===== src/rtl/dsum3_if.sv =====
// dsum3_if: sample stream into the dsum3 integrator and its reconstructed output.
//   master drives in_valid/D/D_sign and observes A/A_sign/out_valid/sat.
//   slave (the integrator) consumes the sample and drives the registered outputs.
interface dsum3_if #(
  parameter int W = 16
);
  logic         in_valid;
  logic [W-1:0] D;
  logic         D_sign;
  logic [W-1:0] A;
  logic         A_sign;
  logic         out_valid;
  logic         sat;

  modport master (
    output in_valid, D, D_sign,
    input  A, A_sign, out_valid, sat
  );

  modport slave (
    input  in_valid, D, D_sign,
    output A, A_sign, out_valid, sat
  );
endinterface


===== src/rtl/dsum3.sv =====
// dsum3: triple saturating integrator rebuilding a stream from its sign-magnitude third difference.
// Latency: 3 cycles from an accepted in_valid sample to out_valid; one sample per clock.
// Backpressure: none; every in_valid sample is taken, bubbles pass through transparently.
//
// Ports:
//   clk, rst_n  - rising-edge clock, asynchronous active-low reset
//   clr         - synchronous clear of accumulators, valid pipeline and sat (wins over in_valid)
//   io (slave)  - in_valid/D/D_sign sample in; A/A_sign/out_valid/sat registered out
module dsum3 #(
  parameter int W = 16
) (
  input  logic  clk,
  input  logic  rst_n,
  input  logic  clr,
  dsum3_if.slave io
);

  // Accumulators hold W+1-bit two's complement; sums need one more bit to see overflow.
  localparam int AW = W + 1;
  localparam int SW = W + 2;

  typedef logic signed [AW-1:0] acc_t;
  typedef logic signed [SW-1:0] sum_t;

  localparam sum_t POS_LIM = {2'b00, {W{1'b1}}};
  localparam sum_t NEG_LIM = -POS_LIM;

  acc_t acc1, acc2, acc3;
  logic v1, v2;

  acc_t         in1;
  sum_t         sum1, sum2, sum3;
  acc_t         nxt1, nxt2, nxt3;
  logic         clip1, clip2, clip3;
  acc_t         neg3;
  logic [W-1:0] a_mag;

  function automatic acc_t clamp(input sum_t s);
    sum_t r;
    r = s;
    if (s > POS_LIM) r = POS_LIM;
    else if (s < NEG_LIM) r = NEG_LIM;
    return r[AW-1:0];
  endfunction

  function automatic logic over(input sum_t s);
    return (s > POS_LIM) || (s < NEG_LIM);
  endfunction

  always_comb begin
    // Negating a zero magnitude gives zero, so negative zero needs no special case.
    in1 = io.D_sign ? -acc_t'({1'b0, io.D}) : acc_t'({1'b0, io.D});

    // Each stage adds the upstream register as it stands now, i.e. the value the
    // upstream stage produced for this same sample one edge earlier.
    sum1 = {acc1[AW-1], acc1} + {in1[AW-1], in1};
    sum2 = {acc2[AW-1], acc2} + {acc1[AW-1], acc1};
    sum3 = {acc3[AW-1], acc3} + {acc2[AW-1], acc2};

    nxt1  = clamp(sum1);
    nxt2  = clamp(sum2);
    nxt3  = clamp(sum3);
    clip1 = over(sum1);
    clip2 = over(sum2);
    clip3 = over(sum3);

    // Clamping keeps acc3 >= -(2^W-1), so its negation always fits in W bits.
    neg3  = -nxt3;
    a_mag = nxt3[AW-1] ? neg3[W-1:0] : nxt3[W-1:0];
  end

  always_ff @(posedge clk or negedge rst_n) begin
    if (!rst_n) begin
      acc1         <= '0;
      acc2         <= '0;
      acc3         <= '0;
      v1           <= 1'b0;
      v2           <= 1'b0;
      io.A         <= '0;
      io.A_sign    <= 1'b0;
      io.out_valid <= 1'b0;
      io.sat       <= 1'b0;
    end else if (clr) begin
      acc1         <= '0;
      acc2         <= '0;
      acc3         <= '0;
      v1           <= 1'b0;
      v2           <= 1'b0;
      io.A         <= '0;
      io.A_sign    <= 1'b0;
      io.out_valid <= 1'b0;
      io.sat       <= 1'b0;
    end else begin
      if (io.in_valid) acc1 <= nxt1;
      if (v1)          acc2 <= nxt2;
      if (v2) begin
        acc3      <= nxt3;
        io.A      <= a_mag;
        io.A_sign <= nxt3[AW-1];  // negative implies nonzero, so zero never carries a sign
      end
      v1           <= io.in_valid;
      v2           <= v1;
      io.out_valid <= v2;
      // Flag rises on the same edge the clamped value is registered.
      if ((io.in_valid && clip1) || (v1 && clip2) || (v2 && clip3))
        io.sat <= 1'b1;
    end
  end

endmodule


===== src/flat_wrapper.sv =====
// flat-port wrapper written by rule: the top's interface ports become plain ports
module dsum3_flat 
#(
  parameter int W = 16
)
  (clk, rst_n, clr, io_in_valid, io_D, io_D_sign, io_A, io_A_sign, io_out_valid, io_sat);
  dsum3_if #(.W(W)) io_i ();
  input  logic clk;
  input  logic rst_n;
  input  logic clr;
  input wire logic [$bits(io_i.in_valid)-1:0] io_in_valid;
  input wire logic [$bits(io_i.D)-1:0] io_D;
  input wire logic [$bits(io_i.D_sign)-1:0] io_D_sign;
  output wire logic [$bits(io_i.A)-1:0] io_A;
  output wire logic [$bits(io_i.A_sign)-1:0] io_A_sign;
  output wire logic [$bits(io_i.out_valid)-1:0] io_out_valid;
  output wire logic [$bits(io_i.sat)-1:0] io_sat;
  assign io_i.in_valid = io_in_valid;
  assign io_i.D = io_D;
  assign io_i.D_sign = io_D_sign;
  assign io_A = io_i.A;
  assign io_A_sign = io_i.A_sign;
  assign io_out_valid = io_i.out_valid;
  assign io_sat = io_i.sat;
  dsum3 #(.W(W)) u_core (.clk(clk), .rst_n(rst_n), .clr(clr), .io(io_i));
endmodule

===== config.mk =====
export PLATFORM = sky130hd
export DESIGN_NAME = dsum3_flat
export DESIGN_NICKNAME = d
export VERILOG_FILES = /design/src/rtl/dsum3_if.sv /design/src/rtl/dsum3.sv /design/src/flat_wrapper.sv
export SDC_FILE = /design/constraint.sdc
export NUM_CORES = 1
export LEC_CHECK = 0
export CAP_MARGIN = 20
export CORE_ASPECT_RATIO = 1.4
export CORE_MARGIN = 4
export CORE_UTILIZATION = 66
export DETAILED_ROUTE_END_ITERATION = 6
export DONT_BUFFER_PORTS = 1
export HOLD_SLACK_MARGIN = 0.08
export PLACE_DENSITY = 0.82
export SLEW_MARGIN = 20
export SYNTH_ARGS = -nofsm -noshare
export SYNTH_HDL_FRONTEND = slang
export SYNTH_SLANG_ARGS = --single-unit

===== constraint.sdc =====
create_clock -name clk -period 6.3 [get_ports clk]
set_input_delay 1.26 -clock clk [delete_from_list [all_inputs] [get_ports clk]]
set_output_delay 1.26 -clock clk [all_outputs]
set_load 0.01 [all_outputs]

* Word-level counts from Yosys, hierarchy flattened
Index checks and enable logic that the tools add are counted.
** Word-level totals
- Flip-flop bits (word level) :: 72
- Bits of input ports :: 21
- Logic and storage cells :: 55
** Operators by class
- Reduce and logical (&&, ||, !) cells :: 12
- Magnitude comparators :: 6
- Add/subtract/negate cells :: 5
- Multiplexer cells :: 23
** Operator list (number)
- $mux W17 :: 13
- $add A17 B17 Y18 :: 3
- $gt A18 B17 Y1 const B :: 3
- $lt A18 B17 Y1 const B :: 3
- $mux W16 :: 3
- $neg A16 Y17 :: 1
- $neg A16 Y16 :: 1
- $reduce_bool A2 Y1 :: 4
- $mux W1 :: 7
- $logic_or A1 B1 Y1 :: 5
- $logic_and A1 B1 Y1 :: 3

* Depth between registers and ports, before layout
Gate-level depths: netlist (run 1).
- Depth after elaboration :: 10
- Mapped depth :: 21
- Mapped depth without buffers :: 19

* Least setup slack after synthesis (run 1)
No wires, ideal clock.
- Path type :: flip-flop to flip-flop
- Start point :: reg u_core.acc3[0]
- End point :: reg u_core.io.A[12]
- Cell stages (with the launch flop) :: 22
- Path buffers :: 2
- Setup time :: 0.122 ns
- Period minus slack after synthesis :: 5.671 ns
- Setup slack :: 0.629 ns
- Required time :: 6.178 ns
- Arrival :: 5.549 ns
- Cell sequence :: dfrtp_1 ha_1 fa_1 xor2_1 or3_1 a221oi_4 nand4_2 or3_4 or4b_4 buf_6 a21oi_2 o21bai_1 ha_1 clkbuf_1 inv_1 a211o_1 or3_1 nor2_1 nand2_1 and3_4 or4b_1 o2111a_1
** On the way
- Word-level cells in the longest chain between the ends :: 8
** RTL lines
- start, declared :: line dsum3.sv:28 : acc_t acc1, acc2, acc3;
- start signal, assigned :: line dsum3.sv:97 : acc3 <= nxt3;
- $add A17 B17 Y18 (*) :: line dsum3.sv:58 : sum3 = {acc3[AW-1], acc3} + {acc2[AW-1], acc2};
- $lt A18 B17 Y1 :: line dsum3.sv:42 : else if (s < NEG_LIM) r = NEG_LIM;
- $mux W17 :: line dsum3.sv:42
- $mux W17 (*) :: line dsum3.sv:41 : if (s > POS_LIM) r = POS_LIM;
- $neg A16 Y16 :: line dsum3.sv:68 : neg3 = -nxt3;
- $mux W16 (*) :: line dsum3.sv:69 : a_mag = nxt3[AW-1] ? neg3[W-1:0] : nxt3[W-1:0];
- $mux W16 (*) :: line dsum3.sv:96 : if (v2) begin
- $mux W16 (*) :: line dsum3.sv:83 : end else if (clr) begin
- end signal, assigned :: line dsum3.sv:98 : io.A <= a_mag;
- end, declared :: line dsum3_if.sv:22 : output A, A_sign, out_valid, sat
Every way passes the cells marked *; elsewhere a longest branch is shown, timed or not. The select of a mux whose other input is x is not followed.
A chain may end at the register's enable or synchronous reset.

* Worst setup path after layout (run 1)
Same ends and word-level chain as after synthesis.

==> results.py, run 1 <==
metrics = {
    "timing": {
        "fmax_mhz": 173,
        "hold_viol": 0,
        "relSlewSlack": 0.250,
        "period_minus_slack_ns": 5.78,
        "finalSetupViolCount": 0,
        "period_share": 0.918,
        "fin_ws_ns": 0.515,
        "setup_tns_ns": 0,
        "fin_worst_skew_ns": 0.00913,
        "drv_slew": 0,
        "worstMarginPinSlew_ns": 1.11,
        "grt_setup_unrepaired": "false",
    },
    "synthesis": {
        "synth_nets": 892,
        "yosys.area_share.simple": 0.200,
        "synth_top_family_by_area": "compound AO/OA/AOI/OAI gates",
        "synth_cells": 815,
        "ys_top_cells_by_area": "dfrtp_1 (26%), ha_1 (9.9%), nand2_1 (5.1%)",
        "synth_area_sq_um": 6680,
        "synthMuxAreaShare": 0.0105,
        "yosysTopAreaCell": "dfrtp_1",
        "yosysUniqueCellTypes": 83,
        "yosysSeqAreaShare": 0.262,
        "async_flop_share": 1.00,
        "dominantRegCellSynth": "dfrtp_1",
        "synth_seq_cells": 70,
        "synth_edf_count": 0,
        "post-synth-top-area-fraction": 0.262,
        "synthXorXnorAreaFrac": 0.0680,
        "synth_compound_area_frac": 0.310,
        "synthAdderAreaFrac": 0.111,
        "syn_avg_cell_area_sq_um": 8.20,
        "synth-warning-count": 0,
    },
    "global_routing": {
        "grt_first_pass_wirelength_um": 31100,
        "grt_overflow": 0,
        "antenna_found_initial": 0,
        "grt_usage": 0.334,
        "grt_max_degree": 71,
        "first_global_vias": 6675,
    },
    "critical_path": {
        "startpoint": "u_core.acc3[0]",
        "cp_max_fo": 8,
        "crit_required_ns": 6.53,
        "max_stage_delay_ns": 0.56,
        "crit_chain": "ha_1 -> fa_1 -> xor2_1 -> or3_1 -> a221oi_4 -> nand4_2 -> or3_4 -> or4b_4 -> a21oi_2 -> o21bai_1 -> ha_1 -> buf_4 -> inv_1 -> a211o_1 -> or3_1 -> nor2_1 -> nand2_1 -> and3_4 -> or4b_1 -> o2111a_1",
        "setup.worst_path.end": "u_core.io.A[12]",
        "cp.arrival_ns": 6.01,
        "r2r_cells": 20,
        "cp-end-kind": "flip-flop",
        "worst_path_max_delay_cell": "or4b_4",
        "critPathLaunchType": "flip-flop",
        "reg2reg_slack_ns": 0.52,
        "rr_endpoint": "u_core.io.A[12]",
        "critical_path_class": "flip-flop to flip-flop",
        "r2r_start": "u_core.acc3[0]",
    },
    "cells_and_area": {
        "design_area_sq_um": 7050,
        "postLayoutCoreUtil": 0.712,
        "antennaDiodeCount": 0,
        "syn_to_final_growth_pct": 5.53,
        "nNetsFinal": 872,
        "drive_gt1_frac": 0.0650,
        "stdcell_count": 935,
    },
    "clock_tree": {
        "postCtsSetupRepairBufs": 0,
        "htree_levels": 3,
        "cts_made_buffers": 9,
        "clk_pin_slew_worst_paths_ns": 0.07,
        "cts_tree": "yes",
        "postCtsHoldBufs": 0,
        "clk_latency_ns": 0.35,
        "cts.path.max_buffers": 2,
        "cts-root-buf": "clkbuf_16",
        "numClockSinks": 70,
        "cts-resized-gates": 0,
    },
    "detailed_routing": {
        "vias": 6590,
        "first_pass_iters": 5,
        "via_per_inst": 7.05,
        "drt-total-wl_um": 19400,
        "antenna_left": 0,
        "initialDrtViolationCount": 409,
        "drc": 0,
        "wl_per_cell_um": 20.8,
    },
    "power": {
        "combPwrFrac": 0.571,
        "p_int_mw": 1.41,
        "power_per_cell_area_nw_per_um2": 377,
        "clkPwrFrac": 0.189,
        "power_frac_seq": 0.240,
        "p_leak_nw": 3.24,
        "p_sw_frac": 0.468,
        "netSwitchingPower_mw": 1.24,
        "ir_drop_mv": 0.242,
    },
    "floorplan": {
        "ios": 40,
        "die_h_um": 127,
        "core_area_sq_um": 9900,
        "die_width_um": 93.0,
        "start_util": 0.675,
        "dieArea_sq_um": 11800,
        "rows": 43,
    },
    "status": {
        "outcome": "finished, final reports clean",
    },
    "place": {
        "dp.cells": 919,
        "numPortBuffers": 0,
        "place_ws_ns": 0.482,
        "dpl.hpwl_um": 15200,
        "placed_area_sq_um": 6760,
        "place.gp.congestion": 0.997,
    },
    "worst_hold_path": {
        "hp-start": "u_core.acc3[14]",
        "hold_class": "flip-flop to flip-flop",
    },
    "run": {
        "max_cap_violations": 0,
    },
}
[worst min path at each step]
stage          depth (start not counted)              end
6_report                               2  u_core.acc3[14]
5_1_grt                                1  u_core.acc3[13]
4_1_cts                                1  u_core.acc3[13]
3_5_place_dp                           1  u_core.acc3[13]
3_3_place_gp                           2  u_core.acc3[14]
2_1_floorplan                          2   u_core.acc3[5]
[synth_stat cells (all sizes together), types with 5 or more instances]
cell type and number:
a211o 9, a211oi 17, a21o 20, a21oi 60, a221o 10, a22o 5
a311oi 7, a31oi 8, and2 15, and3 5, and4 6, buf 6
clkbuf 36, dfrtp 70, ha 53, inv 22, mux2i 7, nand2 91
nand2b 7, nand3 20, nand4 7, nor2 61, nor2b 7, nor3 10
nor4 11, o211ai 10, o21ai 66, o21bai 8, o221a 6, o31a 6
o31ai 10, or2 6, or3 9, or4 5, xnor2 32, xor2 19
[layout make-up]
cell class | count | area [sq um]
multi-input combinational | 681 | 4680
fill | 817 | 2850
sequential | 70 | 1750
clock buffer | 9 | 225
tap | 135 | 169
timing repair buffer | 11 | 82.6
inverter | 22 | 82.6
clock inverter | 7 | 62.6
[per-stage QoR]
| stage | power (mW) | hold WS, ns |
|---|---|---|
| after CTS | 2.62 | 0.494 |
| after global routing | 2.81 | 0.512 |
| final | 2.66 | 0.496 |
| after detailed placement | 2.12 | 0.480 |
| after floorplan | 1.77 | 0.455 |
| after global placement | 2.06 | 0.473 |
[power groups by stage]
stage	Sequential [mW]	Combinational, mW	Clock [mW]
6_report	0.639	1.52	0.501
5_1_grt	0.643	1.65	0.522
4_1_cts	0.634	1.48	0.502
3_5_place_dp	0.643	1.47	0
3_3_place_gp	0.639	1.42	0
2_1_floorplan	0.594	1.17	0
[cell families after synthesis]
kind of cell	after synthesis
mux	7
compound gates	295
buf+inv	64
simple gates	270
flops	70
xor+xnor	51
fa+ha+maj	58
[worst max-delay path: cells and delay by family (launching register included)]
family | cells | cell delay (ns)
compound gates | 5 | 1.01
xor+xnor | 1 | 0.23
fa+ha+maj | 3 | 0.89
buf+inv | 2 | 0.22
flops | 1 | 0.44
simple gates | 9 | 2.88
[layout by cell type, fill, tap and decap left out, types with 7 or more instances in the layout]
cell	netlist	routed
o21ai_0	62	62
o21bai_1	8	8
buf_4	2	11
xnor2_1	31	31
a311oi_1	7	7
a21oi_1	59	59
nor4_1	11	11
nor2b_1	7	7
a211oi_1	16	16
a221o_1	10	10
inv_1	22	22
o31ai_1	10	10
nand2_1	91	91
xor2_1	19	19
clkbuf_16	0	9
ha_1	53	53
nand3_1	20	20
a211o_1	9	9
a31oi_1	8	8
a21o_1	20	20
nand2b_1	7	7
or3_1	8	8
dfrtp_1	70	70
o211ai_1	9	9
and2_1	13	13
nor3_1	10	9
nor2_1	61	61
mux2i_1	7	7
[layer usage]
metal	wire (um)	global-route usage	share of wire	vias up
li1	-	-	-	3049
met1	6580	0.315	0.34	3140
met2	10200	0.619	0.53	298
met3	1070	0.0601	0.055	103
met4	1560	0.262	0.080	0
met5	0	0	0	-
[registers in the layout, indices dropped and copies added (netlist names)]
signal	flops
u_core.acc1	17
u_core.acc2	17
u_core.acc3	17
u_core.io.A	15
u_core.io.out_valid	1
u_core.io.sat	1
u_core.v1	1
u_core.v2	1
Note: power is estimated with default switching activity, not from simulation.
==> run 2: changes to the inputs <==
--- a/config.mk
+++ b/config.mk
@@ -8,11 +8,11 @@
 export CAP_MARGIN = 20
 export CORE_ASPECT_RATIO = 1.4
 export CORE_MARGIN = 4
-export CORE_UTILIZATION = 66
+export CORE_UTILIZATION = 55
 export DETAILED_ROUTE_END_ITERATION = 6
 export DONT_BUFFER_PORTS = 1
 export HOLD_SLACK_MARGIN = 0.08
-export PLACE_DENSITY = 0.82
+export PLACE_DENSITY = 0.7
 export SLEW_MARGIN = 20
 export SYNTH_ARGS = -nofsm -noshare
 export SYNTH_HDL_FRONTEND = slang
==> run 2 against run 1 <==
Hold slack worse by 0.0020 ns. Critical endpoint unchanged. Final cell count up 1.3%. Highest routed layer unchanged. Clock-buffer cell count up 1.
==> results.py, run 2 (synthesis results as in run 1) <==
metrics = {
    "cells_and_area": {
        "syn_to_final_growth_pct": 5.77,
        "nNetsFinal": 873,
        "postLayoutCoreUtil": 0.595,
        "nFillCells": 1050,
        "final_cell_mix": "nand2_1 (91), dfrtp_1 (70), o21ai_0 (62)",
        "drive_gt1_frac": 0.0663,
        "antennaDiodeCount": 0,
        "final_common_cell": "nand2_1",
        "largest_registers": "u_core.acc1: 17 flops, u_core.acc2: 17 flops, u_core.acc3: 17 flops",
    },
    "timing": {
        "period_share": 0.941,
        "hold_viol": 0,
        "period_minus_slack_ns": 5.93,
        "fmax_mhz": 169,
        "fin_ws_ns": 0.373,
        "fin_hold_ws_ns": 0.494,
        "drv_slew": 0,
        "grt_setup_unrepaired": "false",
        "worstMarginPinSlew_ns": 1.05,
        "setup_tns_ns": 0,
        "relSlewSlack": 0.296,
        "finalSetupViolCount": 0,
        "fin_worst_skew_ns": 0.00637,
    },
    "detailed_routing": {
        "wl_per_cell_um": 20.8,
        "via_per_inst": 6.84,
        "first_pass_iters": 4,
        "initialDrtViolationCount": 349,
        "drc": 0,
        "vias": 6473,
        "drt-total-wl_um": 19700,
        "antenna_left": 0,
    },
    "place": {
        "place_ws_ns": 0.412,
        "dpl.hpwl_um": 15500,
        "numPortBuffers": 0,
        "place.gp.congestion": 0.955,
    },
    "critical_path": {
        "crit_required_ns": 6.53,
        "cp-end-kind": "flip-flop",
        "r2r_cells": 19,
        "critPathLaunchType": "flip-flop",
        "startpoint": "u_core.acc3[0]",
        "cp.arrival_ns": 6.16,
        "reg2reg_slack_ns": 0.37,
        "r2r_start": "u_core.acc3[0]",
        "critical_path_class": "flip-flop to flip-flop",
        "cp_max_fo": 8,
    },
    "clock_tree": {
        "cts-root-buf": "clkbuf_16",
        "clk_pin_slew_worst_paths_ns": 0.06,
        "cts_made_buffers": 9,
        "clk_latency_ns": 0.34,
        "cts.path.max_buffers": 2,
        "cts_tree": "yes",
        "postCtsSetupRepairBufs": 0,
        "postCtsHoldBufs": 0,
        "cts-resized-gates": 0,
        "numClockSinks": 70,
        "htree_levels": 3,
    },
    "floorplan": {
        "die_width_um": 101,
        "die_h_um": 138,
        "core_area_sq_um": 11900,
        "rows": 47,
        "ios": 40,
        "start_util": 0.562,
        "dieArea_sq_um": 14000,
    },
    "global_routing": {
        "grt_usage": 0.280,
        "grt_first_pass_wirelength_um": 31300,
        "first_global_vias": 6473,
        "antenna_found_initial": 0,
        "grt_max_degree": 71,
        "grt_overflow": 0,
    },
    "power": {
        "power_per_cell_area_nw_per_um2": 371,
        "fin_total_pwr_mw": 2.62,
        "p_leak_nw": 3.24,
        "ir_drop_mv": 0.179,
    },
    "status": {
        "outcome": "finished, final reports clean",
    },
    "worst_hold_path": {
        "hold_class": "flip-flop to flip-flop",
        "hp-start": "u_core.acc3[15]",
        "min_path_cells": 1,
    },
    "run": {
        "max_cap_violations": 0,
    },
}
## run 2: changes by cell type in the layout (fill, tap and decap cells not counted)
cell        change
clkinv_2        +1
clkinvlp_4      +2
inv_8           -1
inv_6           -3
a311oi_1        -1
clkbuf_8        +1
a311oi_2        +1
clkinv_4        -1
buf_4           +1
## run 2: worst max-delay path: stages (launching register included)
cell	delay, ns
dfrtp_1	0.44
ha_1	0.26
fa_1	0.48
xor2_1	0.22
or3_1	0.40
a221oi_4	0.28
nand4_2	0.17
or3_4	0.44
or4b_4	0.56
a21oi_2	0.18
o21bai_1	0.14
ha_1	0.35
inv_1	0.13
a211o_1	0.29
or3_1	0.36
nor2_1	0.19
nand2_1	0.08
and3_4	0.23
or4b_1	0.47
o2111a_1	0.15
## run 2: worst paths after layout
kind | end
worst max-delay path | u_core.io.A[12]
worst min-delay path | u_core.acc3[15]
worst max register to register | u_core.io.A[12]
worst min register to register | u_core.acc3[15]
max in group asynchronous | u_core.io.sat
min in group asynchronous | u_core.acc3[3]
## run 2: layout make-up
cell class	count	area [sq um]	area share
clock buffers	10	239	0.0338
clock inverters	5	36.3	0.00514
inverters	22	82.6	0.0117
multi-input cells	681	4680	0.663
flip-flops and latches	70	1750	0.248
well taps	147	184	0.0260
repair buffers	12	90.1	0.0128
## run 2: where the power goes
part	leakage (nW)	total, mW	internal, mW	switching, mW
clock	0.127	0.483	0.275	0.208
sequential	0.949	0.632	0.529	0.103
combinational	2.16	1.51	0.611	0.894
## run 2: metal layers
| metal | share of wire | wire length [um] | GRT usage |
|---|---|---|---|
| met1 | 0.34 | 6700 | 0.280 |
| met2 | 0.55 | 10700 | 0.525 |
| met3 | 0.048 | 950 | 0.0378 |
| met4 | 0.066 | 1300 | 0.173 |
| met5 | 0 | 0 | 0 |
## run 2: per-stage QoR
stage | instance area, sq um | instances
global route | 7070 | 947
finish | 7070 | 947
floorplan | 6680 | 815
detailed placement | 6780 | 932
global placement | 6780 | 932
CTS | 7050 | 947
